===== config.mk =====
export PLATFORM = sky130hd
export DESIGN_NAME = gba_waitstate_ctrl
export DESIGN_NICKNAME = d
export VERILOG_FILES = /design/src/rtl/gba_mem_pkg.sv /design/src/rtl/ws_lookup.sv /design/src/rtl/gba_waitstate_ctrl.sv
export SDC_FILE = /design/constraint.sdc
export NUM_CORES = 1
export LEC_CHECK = 0
export CORE_MARGIN = 2
export CORE_UTILIZATION = 25
export CTS_CLUSTER_DIAMETER = 50
export DETAILED_ROUTE_END_ITERATION = 7
export PLACE_DENSITY_LB_ADDON = 0.1
export SLEW_MARGIN = 25
export SYNTH_ARGS = -nofsm -noshare
export SYNTH_HDL_FRONTEND = slang
export SYNTH_SLANG_ARGS = --single-unit

===== constraint.sdc =====
create_clock -name clk -period 5.4 [get_ports clk]
set_input_delay 1.62 -clock clk [delete_from_list [all_inputs] [get_ports clk]]
set_output_delay 1.62 -clock clk [all_outputs]
set_load 0.1 [all_outputs]

===== src/rtl/gba_mem_pkg.sv =====
// Shared GBA memory-map definitions: access sizes, regions, bus widths and
// the WAITCNT field decode tables used by the wait-state generator.
package gba_mem_pkg;

  localparam logic [1:0] MEM_SIZE_BYTE = 2'd0;
  localparam logic [1:0] MEM_SIZE_HALF = 2'd1;
  localparam logic [1:0] MEM_SIZE_WORD = 2'd2;

  typedef enum logic [3:0] {
    REG_BIOS  = 4'd0,
    REG_UNMAP = 4'd1,
    REG_EWRAM = 4'd2,
    REG_IWRAM = 4'd3,
    REG_IO    = 4'd4,
    REG_PAL   = 4'd5,
    REG_VRAM  = 4'd6,
    REG_OAM   = 4'd7,
    REG_WS0   = 4'd8,
    REG_WS1   = 4'd9,
    REG_WS2   = 4'd10,
    REG_SRAM  = 4'd11
  } region_e;

  typedef enum logic [1:0] {
    BUS_32 = 2'd0,
    BUS_16 = 2'd1,
    BUS_8  = 2'd2
  } bus_w_e;

  // Non-sequential field code to wait count; code 3 is the slow 8-wait setting.
  function automatic logic [3:0] n_wait(input logic [1:0] code);
    logic [3:0] w;
    case (code)
      2'd0:    w = 4'd4;
      2'd1:    w = 4'd3;
      2'd2:    w = 4'd2;
      2'd3:    w = 4'd8;
      default: w = 4'd8;
    endcase
    return w;
  endfunction

  function automatic logic [3:0] s_wait(input region_e r, input logic s_bit);
    logic [3:0] w;
    if (s_bit) begin
      w = 4'd1;
    end else begin
      case (r)
        REG_WS0: w = 4'd2;
        REG_WS1: w = 4'd4;
        REG_WS2: w = 4'd8;
        default: w = 4'd0;
      endcase
    end
    return w;
  endfunction

  function automatic region_e addr_region(input logic [3:0] nib);
    region_e r;
    case (nib)
      4'h0:        r = REG_BIOS;
      4'h1:        r = REG_UNMAP;
      4'h2:        r = REG_EWRAM;
      4'h3:        r = REG_IWRAM;
      4'h4:        r = REG_IO;
      4'h5:        r = REG_PAL;
      4'h6:        r = REG_VRAM;
      4'h7:        r = REG_OAM;
      4'h8, 4'h9:  r = REG_WS0;
      4'hA, 4'hB:  r = REG_WS1;
      4'hC, 4'hD:  r = REG_WS2;
      default:     r = REG_SRAM;
    endcase
    return r;
  endfunction

  function automatic bus_w_e region_bus(input region_e r);
    bus_w_e b;
    case (r)
      REG_EWRAM, REG_WS0, REG_WS1, REG_WS2: b = BUS_16;
      REG_SRAM:                             b = BUS_8;
      default:                              b = BUS_32;
    endcase
    return b;
  endfunction

  function automatic logic [2:0] size_bytes(input logic [1:0] sz);
    logic [2:0] n;
    case (sz)
      MEM_SIZE_BYTE: n = 3'd1;
      MEM_SIZE_HALF: n = 3'd2;
      default:       n = 3'd4;
    endcase
    return n;
  endfunction

endpackage


===== src/rtl/ws_lookup.sv =====
// Combinational wait-count lookup: region, size, sequentiality and the
// current WAITCNT value give the number of stall cycles for one access.
module ws_lookup
  import gba_mem_pkg::*;
#(
  parameter int CNT_W      = 5,
  parameter int EWRAM_WAIT = 2
) (
  input  region_e          region,
  input  logic [1:0]       size,
  input  logic             seq,
  input  logic [15:0]      waitcnt,
  input  logic             ws_en,
  output logic [CNT_W-1:0] wait_cnt
);

  logic [CNT_W-1:0] n_s;
  logic [CNT_W-1:0] s_s;
  logic [CNT_W-1:0] first_s;
  logic [CNT_W-1:0] second_s;
  logic             unused_s;

  assign unused_s = ^waitcnt[15:11];

  // Per-region N and S wait selection from the WAITCNT fields.
  always_comb begin
    n_s = '0;
    s_s = '0;
    case (region)
      REG_WS0: begin
        n_s = CNT_W'(n_wait(waitcnt[3:2]));
        s_s = CNT_W'(s_wait(REG_WS0, waitcnt[4]));
      end
      REG_WS1: begin
        n_s = CNT_W'(n_wait(waitcnt[6:5]));
        s_s = CNT_W'(s_wait(REG_WS1, waitcnt[7]));
      end
      REG_WS2: begin
        n_s = CNT_W'(n_wait(waitcnt[9:8]));
        s_s = CNT_W'(s_wait(REG_WS2, waitcnt[10]));
      end
      REG_SRAM: begin
        n_s = CNT_W'(n_wait(waitcnt[1:0]));
        s_s = '0;
      end
      default: begin
        n_s = '0;
        s_s = '0;
      end
    endcase
  end

  // A word on a 16-bit bus costs two halfword transfers plus one turnaround.
  always_comb begin
    first_s  = '0;
    second_s = '0;
    wait_cnt = '0;
    if (region == REG_EWRAM) begin
      first_s  = CNT_W'(EWRAM_WAIT);
      second_s = CNT_W'(EWRAM_WAIT);
    end else begin
      first_s  = seq ? s_s : n_s;
      second_s = s_s;
    end
    if (!ws_en) begin
      wait_cnt = '0;
    end else begin
      case (region_bus(region))
        BUS_16: begin
          if (size == MEM_SIZE_WORD) begin
            wait_cnt = first_s + second_s + CNT_W'(1'b1);
          end else begin
            wait_cnt = first_s;
          end
        end
        BUS_8:   wait_cnt = n_s;
        default: wait_cnt = '0;
      endcase
    end
  end

endmodule


===== src/rtl/gba_waitstate_ctrl.sv =====
// GBA wait-state generator: accepts bus accesses, tracks sequential ROM
// streams, snoops WAITCNT writes and stalls the bus for the computed wait.
module gba_waitstate_ctrl
  import gba_mem_pkg::*;
#(
  parameter int          CNT_W         = 5,
  parameter logic [31:0] WAITCNT_ADDR  = 32'h0400_0204,
  parameter logic [15:0] RESET_WAITCNT = 16'h0000,
  parameter int          EWRAM_WAIT    = 2
) (
  input  logic        clk,
  input  logic        rst_n,
  input  logic        req,
  input  logic [31:0] addr,
  input  logic [1:0]  size,
  input  logic        write,
  input  logic [31:0] wdata,
  input  logic        ws_en,
  output logic        pause,
  output logic [15:0] waitcnt,
  output logic        seq
);

  logic [CNT_W-1:0] cnt_r;
  logic [31:0]      last_addr_r;
  logic [1:0]       last_size_r;
  logic             last_valid_r;
  logic             seq_r;
  logic [15:0]      waitcnt_r;
  logic             armed_r;
  logic [1:0]       lanes_r;

  logic             accept_s;
  region_e          region_s;
  logic             is_rom_s;
  logic             seq_s;
  logic [CNT_W-1:0] wait_s;
  logic             wc_hit_s;
  logic [1:0]       lanes_s;
  logic             unused_s;

  assign unused_s = ^wdata[31:16];
  assign accept_s = req && !pause;
  assign region_s = addr_region(addr[27:24]);
  assign is_rom_s = (region_s == REG_WS0) || (region_s == REG_WS1) || (region_s == REG_WS2);
  assign wc_hit_s = write && (addr[31:2] == WAITCNT_ADDR[31:2]);

  // A 128 KB boundary (addr[16:0]==0) always restarts with a non-sequential access.
  always_comb begin
    seq_s = 1'b0;
    if (last_valid_r && is_rom_s && (addr[16:0] != 17'd0) &&
        (addr == last_addr_r + {29'd0, size_bytes(last_size_r)})) begin
      seq_s = 1'b1;
    end else begin
      seq_s = 1'b0;
    end
  end

  // Byte lanes of WAITCNT touched by this write; the upper halfword is not WAITCNT.
  always_comb begin
    lanes_s = 2'b00;
    case (size)
      MEM_SIZE_WORD: lanes_s = 2'b11;
      MEM_SIZE_HALF: lanes_s = addr[1] ? 2'b00 : 2'b11;
      MEM_SIZE_BYTE: begin
        case (addr[1:0])
          2'd0:    lanes_s = 2'b01;
          2'd1:    lanes_s = 2'b10;
          default: lanes_s = 2'b00;
        endcase
      end
      default: lanes_s = 2'b00;
    endcase
  end

  ws_lookup #(
    .CNT_W      (CNT_W),
    .EWRAM_WAIT (EWRAM_WAIT)
  ) u_ws_lookup (
    .region   (region_s),
    .size     (size),
    .seq      (seq_s),
    .waitcnt  (waitcnt_r),
    .ws_en    (ws_en),
    .wait_cnt (wait_s)
  );

  // Stall counter and sequential-stream tracker.
  always_ff @(posedge clk or negedge rst_n) begin
    if (!rst_n) begin
      cnt_r        <= '0;
      last_addr_r  <= 32'd0;
      last_size_r  <= 2'd0;
      last_valid_r <= 1'b0;
      seq_r        <= 1'b0;
    end else if (accept_s) begin
      cnt_r        <= wait_s;
      last_addr_r  <= addr;
      last_size_r  <= size;
      last_valid_r <= 1'b1;
      seq_r        <= seq_s;
    end else begin
      if (cnt_r != '0) begin
        cnt_r <= cnt_r - CNT_W'(1'b1);
      end else begin
        cnt_r <= cnt_r;
      end
      if (!req && !pause) begin
        last_valid_r <= 1'b0;
      end else begin
        last_valid_r <= last_valid_r;
      end
    end
  end

  // WAITCNT snoop: arm on the address phase, commit on the next unstalled edge.
  always_ff @(posedge clk or negedge rst_n) begin
    if (!rst_n) begin
      waitcnt_r <= RESET_WAITCNT;
      armed_r   <= 1'b0;
      lanes_r   <= 2'b00;
    end else begin
      if (armed_r && !pause) begin
        if (lanes_r[0]) begin
          waitcnt_r[7:0] <= wdata[7:0];
        end else begin
          waitcnt_r[7:0] <= waitcnt_r[7:0];
        end
        if (lanes_r[1]) begin
          waitcnt_r[15:8] <= wdata[15:8];
        end else begin
          waitcnt_r[15:8] <= waitcnt_r[15:8];
        end
      end else begin
        waitcnt_r <= waitcnt_r;
      end
      if (accept_s && wc_hit_s && (lanes_s != 2'b00)) begin
        armed_r <= 1'b1;
        lanes_r <= lanes_s;
      end else if (armed_r && !pause) begin
        armed_r <= 1'b0;
        lanes_r <= 2'b00;
      end else begin
        armed_r <= armed_r;
        lanes_r <= lanes_r;
      end
    end
  end

  assign pause   = (cnt_r != '0);
  assign waitcnt = waitcnt_r;
  assign seq     = seq_r;

endmodule


==> flow_summary.yaml <==
layout:
  final_area_sq_um: 6330
  antenna-diode-count: 0
  nets: 699
  regArea_sq_um: 1501
  multiInputGateArea_sq_um: 3013
  filler_cell_count: 1846
  fin_util_pct: 35.00
  area_growth_pct: 36.43
  layout-drive-gt1-share_pct: 22.50
clocking:
  numCtsBuffers: 9
  path_clk_slew_ns: 0.06
  cts_tree: "built"
  cts-hold-fix-buffers: 0
  cts-root-buf: "clkbuf_16"
  clkLatencyLatePin_ns: 0.34
  cts.sinks: 60
  clockBufferDepth: 2
  h-tree-depth: 3
logic_synthesis:
  synth_top_cell_by_area: "dfrtp_1"
  synth_edf_count: 0
  async_reset_ff_share_pct: 100.0
  yosys_warnings: 0
  synth.top_cell.area_share_pct: 32.36
  synth_cells: 488
  synth.area.top_cells: "dfrtp_1 (32%), mux2_2 (12%), ha_1 (5.9%)"
  syn_avg_cell_area_sq_um: 9.507
  yosys_most_used_dff: "dfrtp_1"
  syn-num-nets: 583
  ys_seq_elements: 60
  synth_area_sq_um: 4639
  synth_common_cells: "dfrtp_1 (60), mux2_2 (50), nand2_1 (45)"
  yosysMostFrequentCell: "dfrtp_1"
  synth_cell_types: 61
  yosysSeqAreaShare_pct: 32.36
sta:
  slew_violations: 0
  period_needed_ns: 5.212
  post-route-period-util_pct: 96.52
  fin_skew_ns: 0.01073
  whs_ns: 0.4747
  tns_ns: 0
  layout_setup_ws_ns: 0.1881
  fmax_mhz: 191.9
  setup_viol: 0
  finalHoldViolCount: 0
  slew_headroom_pct: 33.24
  tightest_slew_ns: 0.9983
global_routing:
  grt_pass1_vias: 4236
  antenna_found_initial: 0
  grt_max_degree: 44
  grt_pass1_wl_mm: 22.94
  grt_overflow: 0
  grtUsageTotal_pct: 15.07
setup_path:
  worst_setup_path_start_kind: "primary input"
  crit_start: "addr[30]"
  crit_arrival_ns: 5.43
  critPathMaxFanout: 3
  r2r_start: "last_size_r[1]"
  critPathCaptureType: "flop"
  critical_path_required_ns: 5.62
  critical_path_class: "in -> reg"
placement:
  place_area_sq_um: 5938
  pre_cts_slack_ns: -0.3699
  place.gp.congestion: 0.8589
  portBuffers: 72
  hpwl_mm: 11.23
flow_run:
  maxCapViolations: 0
power_and_ir_drop:
  power_density_nw_per_um2: 434.3
  vdd_drop_max_mv: 0.1748
  p_leak_nw: 2.671
floorplan:
  die_area_sq_um: 19660
  initial_core_util_pct: 25.65
  io_pins: 89
  coreArea_sq_um: 18090
  die_w_um: 140.2
  chipHeight_um: 140.2
  placementRows: 49
route:
  routed_via_density: 4.844
  drt_iter0_drc: 171
  vias: 4059
  first_pass_iters: 4
  drc: 0
  wire_per_inst_um: 17.16
  antenna_left: 0
  routed_wl_mm: 14.38
worst_hold_path:
  hp-class: "reg -> reg"
  worstHoldStart: "seq"
run_status:
  status: "finished clean"
[path summary, 6_finish.rpt]
path	to	slack [ns]	cells past startpoint
worst max-delay path	cnt_r[3]	0.19	16
worst min-delay path	seq	0.47	2
worst max register to register	cnt_r[3]	0.42	19
worst min register to register	seq	0.47	2
max in group asynchronous	last_addr_r[11]	3.40	2
min in group asynchronous	cnt_r[4]	1.29	1
[repair_timing]
item                                    in CTS  in global routing
gates resized for setup                      1                 15
setup buffers                                0                  1
pin swaps                                    0                  9
endpoints found under the setup margin       1                  2
[registers in the layout, indices dropped and copies added (netlist names)]
signal        flops
armed_r           1
cnt_r             5
lanes_r           2
last_addr_r      32
last_size_r       2
last_valid_r      1
seq               1
waitcnt          16
[kinds of logic after synthesis]
family          share of synthesized area, %
mux                                    16.24
compound gates                         9.494
simple gates                           22.73
xor+xnor                               8.603
fa+ha+maj                              6.796
buf+inv                                3.775
flops                                  32.36
[metrics by stage]
step	total power, W	cells
detailed placement	0.002085	821
global route	0.002953	838
floorplan	0.001661	488
finish	0.002749	838
global placement	0.002071	821
CTS	0.002745	837
[critical path, stage by stage]
cell             delay, ns
clkdlybuf4s50_1       0.46
xnor2_1               0.16
or3_1                 0.31
a21o_1                0.19
mux2i_2               0.25
nand2_1               0.10
or4bb_4               0.58
nor3_4                0.24
buf_6                 0.13
mux2i_2               0.22
ha_1                  0.30
a21oi_2               0.17
xnor2_1               0.07
a22oi_1               0.18
nand3_1               0.11
a221o_1               0.33
[per-layer routing]
layer / part of all wire [%] / vias to the layer above / global-route usage [%]
li1: - / 2020 / -
met3: 4.0 / 14 / 2.974
met1: 50 / 1945 / 20.74
met2: 45 / 80 / 23.68
met5: 0 / - / 0
met4: 1.4 / 0 / 5.210
[cell type report]
type	count	share of cell area (%)
Clock buffer	10	3.617
Clock inverter	6	1.403
Inverter	23	1.364
Multi-Input combinational cell	386	47.60
Sequential cell	60	23.72
Tap cell	229	4.527
Timing Repair Buffer	124	17.77
[cell usage in the layout (no fill, tap or decap), drive strengths merged, types with 18 or more instances in the layout]
cell type,synthesis,layout
dfrtp,60,60
nand4,18,18
nand3,22,22
ha,22,22
inv,23,23
buf,7,53
xnor2,29,29
nand2,45,45
nor2,27,27
mux2,50,50
clkdlybuf4s50,0,66
[power by group]
part	internal, W	switching (W)	leakage [nW]
Clock	0.000404	0.000231	0.149
Sequential	0.000606	0.000222	0.726
Combinational	0.000625	0.000662	1.80
Total	0.00163	0.00111	2.67
No activity file was read; power rests on OpenSTA's default activity.
==> patch 1 (same settings) <==
`CNT_W` is set to 5 in 2 places; all go to 7.
--- a/src/rtl/ws_lookup.sv
+++ b/src/rtl/ws_lookup.sv
@@ -3,7 +3,7 @@
 module ws_lookup
   import gba_mem_pkg::*;
 #(
-  parameter int CNT_W      = 5,
+  parameter int CNT_W      = 7,
   parameter int EWRAM_WAIT = 2
 ) (
   input  region_e          region,
--- a/src/rtl/gba_waitstate_ctrl.sv
+++ b/src/rtl/gba_waitstate_ctrl.sv
@@ -3,7 +3,7 @@
 module gba_waitstate_ctrl
   import gba_mem_pkg::*;
 #(
-  parameter int          CNT_W         = 5,
+  parameter int          CNT_W         = 7,
   parameter logic [31:0] WAITCNT_ADDR  = 32'h0400_0204,
   parameter logic [15:0] RESET_WAITCNT = 16'h0000,
   parameter int          EWRAM_WAIT    = 2
Formal check against the unedited RTL: no difference found for any inputs over 10 cycles, from zero or initial values and one cycle with rst_n low; that may be too few to reach the edited logic, so the function may still have changed.
==> patch 1 against the original RTL <==
- worst hold slack improved by 0.0065 ns
- area after synthesis shrank 1.4%
- final cell count fell by 4.2%
- maximum frequency fell by 0.24%
- die area decreased by 1.4%
- clock skew decreased by 0.0028 ns
- wire length shrank 5.5%
- total power decreased by 9.8%
- count of clock-buffer cells in the layout increased by 1
- sequential cell count up 2
- worst setup slack got worse by 0.012 ns
- via count decreased by 4.0%
- final area is 3.6% lower
- largest power group unchanged
==> patch 1: results (changes against the original RTL) <==
| Metric | Value |
|---|---|
| Status | completed (unchanged) |
| Slew headroom | 32.5% (was 33.2%) |
| CTS buffer count | 9 (unchanged) |
| Maximum vdd drop | 0.000177 V (was 0.000175 V) |
| Multi-input gate area | 2900 sq um (was 3010 sq um) |
| Share of cells above drive strength 1 | 20.6% (was 22.5%) |
| Worst Skew | 0.00798 ns (was 0.0107 ns) |
| Ys flop type | dfrtp_1 (unchanged) |
| Synth cell count leaders | dfrtp_1, nand2_1, mux2_2 (was dfrtp_1, mux2_2, nand2_1) |
| Slowest stage delay, CP | 0.49 ns (was 0.58 ns) |
| Setup crit start | addr[21] (was addr[30]) |
| FF-to-FF Start | last_size_r[1] (unchanged) |
| Clock sink total | 62 (was 60) |
| CP endpoint | cnt_r[2] (was cnt_r[3]) |
| Leak | 2.50 nW (was 2.67 nW) |
| Seq/Total Area, Yosys | 33.9% (was 32.4%) |
| Sw frac | 38.2% (was 40.5%) |
| Arr. time, crit path | 5.43 ns (about the same) |
| # nets final | 665 (was 699) |
| Hold path endpoint | last_addr_r[0] (was seq) |
| Cell variety after synth | 69 (was 61) |
| Non-clk bufs | 103 (was 124) |
| First-pass GRT wire length | 21900 microns (was 22900 microns) |
| HP Start | last_addr_r[0] (was seq) |
| Fillers | 1839 (was 1846) |
| Reg2reg setup slack | 0.39 ns (was 0.42 ns) |
| Multi-In Gates | 369 (was 386) |
| Placed cells | 785 (was 821) |
| Vias post-DR | 3895 (was 4059) |
| GRT Total Usage | 14.3% (was 15.1%) |
| GPL Wtd Cong | 0.838 (was 0.859) |
| DP Wirelength | 10600 microns (was 11200 microns) |
| Syn Nets | 566 (was 583) |
| Clock network area share | 5.29% (was 5.02%) |
| Top cell family by delay on the critical path | simple AND/OR/NAND/NOR gates (unchanged) |
| Wirelength per Cell | 16.9 microns (was 17.2 microns) |
| Synthesized area per cell | 9.71 sq um (was 9.51 sq um) |
| Clock buffer count in the final layout | 11 (was 10) |
| Iteration-0 DRC Markers | 222 (was 171) |
| Vias in the first global route | 4038 (was 4236) |
| DR vias/cell | 4.85 (was 4.84) |
| Inverters | 25 (was 23) |
| Largest net degree at the start of global routing | 36 (was 44) |
| Clock transition at path regs | 0.06 ns (about the same) |
| Buffer share of cell area | 15.5% (was 17.8%) |
| CP max stage cell | or4_1 (was or4bb_4) |
| Synth top area cells | dfrtp_1, mux2_2, ha_1 (unchanged) |
| Reg area | 1550 sq um (was 1500 sq um) |
## patch 1: cell count changes after synthesis, moves of 6 or more
cell / before / now
o21ai_0: 14 / 20
nand3_1: 21 / 11
mux2i_1: 10 / 4
nor2_1: 27 / 17
nand4_1: 18 / 9
## patch 1: layer usage
layer	part of all wire (%)	track usage, %	routed length (microns)	vias to the layer above
met4	1.7	5.58	230	0
li1	-	-	-	1924
met2	45	21.5	6080	72
met3	3.3	2.13	445	14
met1	50	20.7	6830	1885
met5	0	0	0	-
## patch 1: power groups by stage
stage / sequential (mW) / combinational [mW] / clock (mW)
detailed placement: 0.846 / 0.996 / 0
floorplan: 0.812 / 0.706 / 0
finish: 0.840 / 1.00 / 0.637
global placement: 0.842 / 0.985 / 0
CTS: 0.841 / 1.00 / 0.657
global route: 0.875 / 1.12 / 0.678
## patch 1: stage by stage
step,setup TNS [ns],setup WS (ns),power [mW],hold WS [ns],cell area [sq um]
after CTS,0,0.00844,2.50,0.485,6050
after detailed placement,-1.12,-0.385,1.84,0.468,5720
final,0,0.176,2.48,0.481,6100
after floorplan,0,0.392,1.52,0.447,4570
after global placement,-0.986,-0.345,1.83,0.466,5720
after global routing,0,0.00630,2.67,0.507,6100
## patch 1: logic make-up (layout without fill, tap and decap cells)
kind of cell	Yosys count	in the layout	synth area share, %
flip-flops	62	62	33.9
buffers and inverters	40	143	3.39
AND/OR/NAND/NOR	168	168	21.0
adder cells (fa/ha/maj)	24	24	6.89
AO/OA/AOI/OAI	77	77	11.7
XOR/XNOR	44	44	8.42
multiplexers	56	56	14.7
## patch 1: repair_timing
| action | in CTS | in global routing |
|---|---|---|
| endpoints found under the setup margin | 1 | 4 |
| pin swaps | 0 | 8 |
| buffers inserted | 0 | 3 |
| gates resized for setup | 1 | 5 |
==> patch 2 (same flow settings) <==
Without the edit above. Reset style: synchronous (`rst_n`), changed in 2 clocked blocks.
--- a/src/rtl/gba_waitstate_ctrl.sv
+++ b/src/rtl/gba_waitstate_ctrl.sv
@@ -86,7 +86,7 @@
   );
 
   // Stall counter and sequential-stream tracker.
-  always_ff @(posedge clk or negedge rst_n) begin
+  always_ff @(posedge clk) begin
     if (!rst_n) begin
       cnt_r        <= '0;
       last_addr_r  <= 32'd0;
@@ -114,7 +114,7 @@
   end
 
   // WAITCNT snoop: arm on the address phase, commit on the next unstalled edge.
-  always_ff @(posedge clk or negedge rst_n) begin
+  always_ff @(posedge clk) begin
     if (!rst_n) begin
       waitcnt_r <= RESET_WAITCNT;
       armed_r   <= 1'b0;
Check against the original RTL: differs if rst_n is asserted again (counterexample within 4 cycles, from zero or initial values and one cycle with rst_n low); with rst_n held inactive, the same outputs for 10 cycles.
==> patch 2 against the original RTL <==
- wire length is 10% lower
- worst setup slack lost 0.012 ns
- register-to-register slack improved by 0.06 ns
- final area decreased by 11%
- sequential cell count is the same
- total power is 31% lower
- area after synthesis fell by 9.5%
- combinational power is 49% lower
- critical endpoint is now cnt_r[1]
- highest routed layer unchanged
==> patch 2: results (changes against the original RTL) <==
| Metric | Value |
|---|---|
| Status | completed (unchanged) |
| Worst-margin pin slew | 0.989 ns (was 0.998 ns) |
| Synth cell count leaders | nand2_1, dfxtp_1, a21oi_1 (was dfrtp_1, mux2_2, nand2_1) |
| DP Wirelength | 9660 microns (was 11200 microns) |
| Reg area | 1200 sq um (was 1500 sq um) |
| Pre-CTS setup slack | -0.206 ns (was -0.370 ns) |
| CP max stage cell | clkdlybuf4s50_1 (was or4bb_4) |
| Maximum vdd drop | 0.000169 V (was 0.000175 V) |
| Area grow syn2layout | 34.7% (was 36.4%) |
| Slowest stage delay, CP | 0.50 ns (was 0.58 ns) |
| Clock buffer count in the final layout | 12 (was 10) |
| Syn Nets | 632 (was 583) |
| Multi-input gate area | 2810 sq um (was 3010 sq um) |
| # resized after CTS | 0 (was 1) |
| Total Wirelength | 12900 microns (was 14400 microns) |
| Comb pwr share | 34.2% (was 46.8%) |
| Compound-cell area share of the yosys netlist | 12.9% (was 9.49%) |
| Clock network area share | 5.95% (was 5.02%) |
| DR vias/cell | 4.82 (was 4.84) |
| # nets final | 719 (was 699) |
| Mux contribution to synthesized area | 7.45% (was 16.2%) |
| First-pass GRT wire length | 20800 microns (was 22900 microns) |
| GR Util met3 | 2.78% (was 2.97%) |
| Non-clk bufs | 100 (was 124) |
| Synth top area cells | dfxtp_1, nand2_1, ha_1 (was dfrtp_1, mux2_2, ha_1) |
| First-pass iteration count of the detailed router | 6 (was 4) |
| GRT Total Usage | 14.9% (was 15.1%) |
| Leak | 2.14 nW (was 2.67 nW) |
| Met1 GRT Util | 20.0% (was 20.7%) |
| Worst Skew | 0.00664 ns (was 0.0107 ns) |
| Wire length on met3 | 540 microns (was 576 microns) |
| Sequential power share | 31.3% (was 30.1%) |
| Final Total Pwr | 1.91 mW (was 2.75 mW) |
| Post-Synth Adder-Cell Area | 7.75% (was 6.80%) |
| Inverters | 27 (was 23) |
| Fillers | 1718 (was 1846) |
| Multi-In Gates | 426 (was 386) |
| GPL Wtd Cong | 0.833 (was 0.859) |
| Met1 Wirelength | 6370 microns (was 7140 microns) |
| Xor/xnor share of the synthesized area | 10.0% (was 8.60%) |
| Buffer share of cell area | 16.5% (was 17.8%) |
| Reg2reg setup slack | 0.48 ns (was 0.42 ns) |
| Met2 Wirelength | 5790 microns (was 6470 microns) |
| Iteration-0 DRC Markers | 215 (was 171) |
| Setup ws final | 0.176 ns (was 0.188 ns) |
| Vias in the first global route | 3990 (was 4236) |
| Cell variety after synth | 58 (was 61) |
| Largest net degree at the start of global routing | 56 (was 44) |
| Hold slack | 0.465 ns (was 0.475 ns) |
| Fraction of registers with async set/reset | 0% (was 100%) |
==> patch 2: changes by cell type after synthesis, moves of 5 or more <==
| cell | unedited run | this run |
|---|---|---|
| mux2i_1 | 10 | 20 |
| mux2_2 | 50 | 0 |
| nand2_1 | 45 | 100 |
| or4_1 | 2 | 7 |
| a21oi_1 | 14 | 43 |
| nand3_1 | 21 | 14 |
| clkbuf_1 | 12 | 21 |
| dfxtp_1 | 0 | 60 |
| nor2_1 | 27 | 36 |
| nand4_1 | 18 | 8 |
| dfrtp_1 | 60 | 0 |
==> patch 2: worst paths after layout <==
| check | start | endpoint | cells after the start |
|---|---|---|---|
| setup / recovery | addr[11] | cnt_r[1] | 15 |
| hold / removal | last_addr_r[2] | last_addr_r[2] | 2 |
| setup reg to reg | last_size_r[0] | cnt_r[1] | 18 |
| hold reg to reg | last_addr_r[2] | last_addr_r[2] | 2 |
==> patch 2: stage by stage <==
step                std cells  area [sq um]
global placement          833          5310
CTS                       849          5650
finish                    849          5650
global route              849          5650
detailed placement        833          5310
floorplan                 537          4200
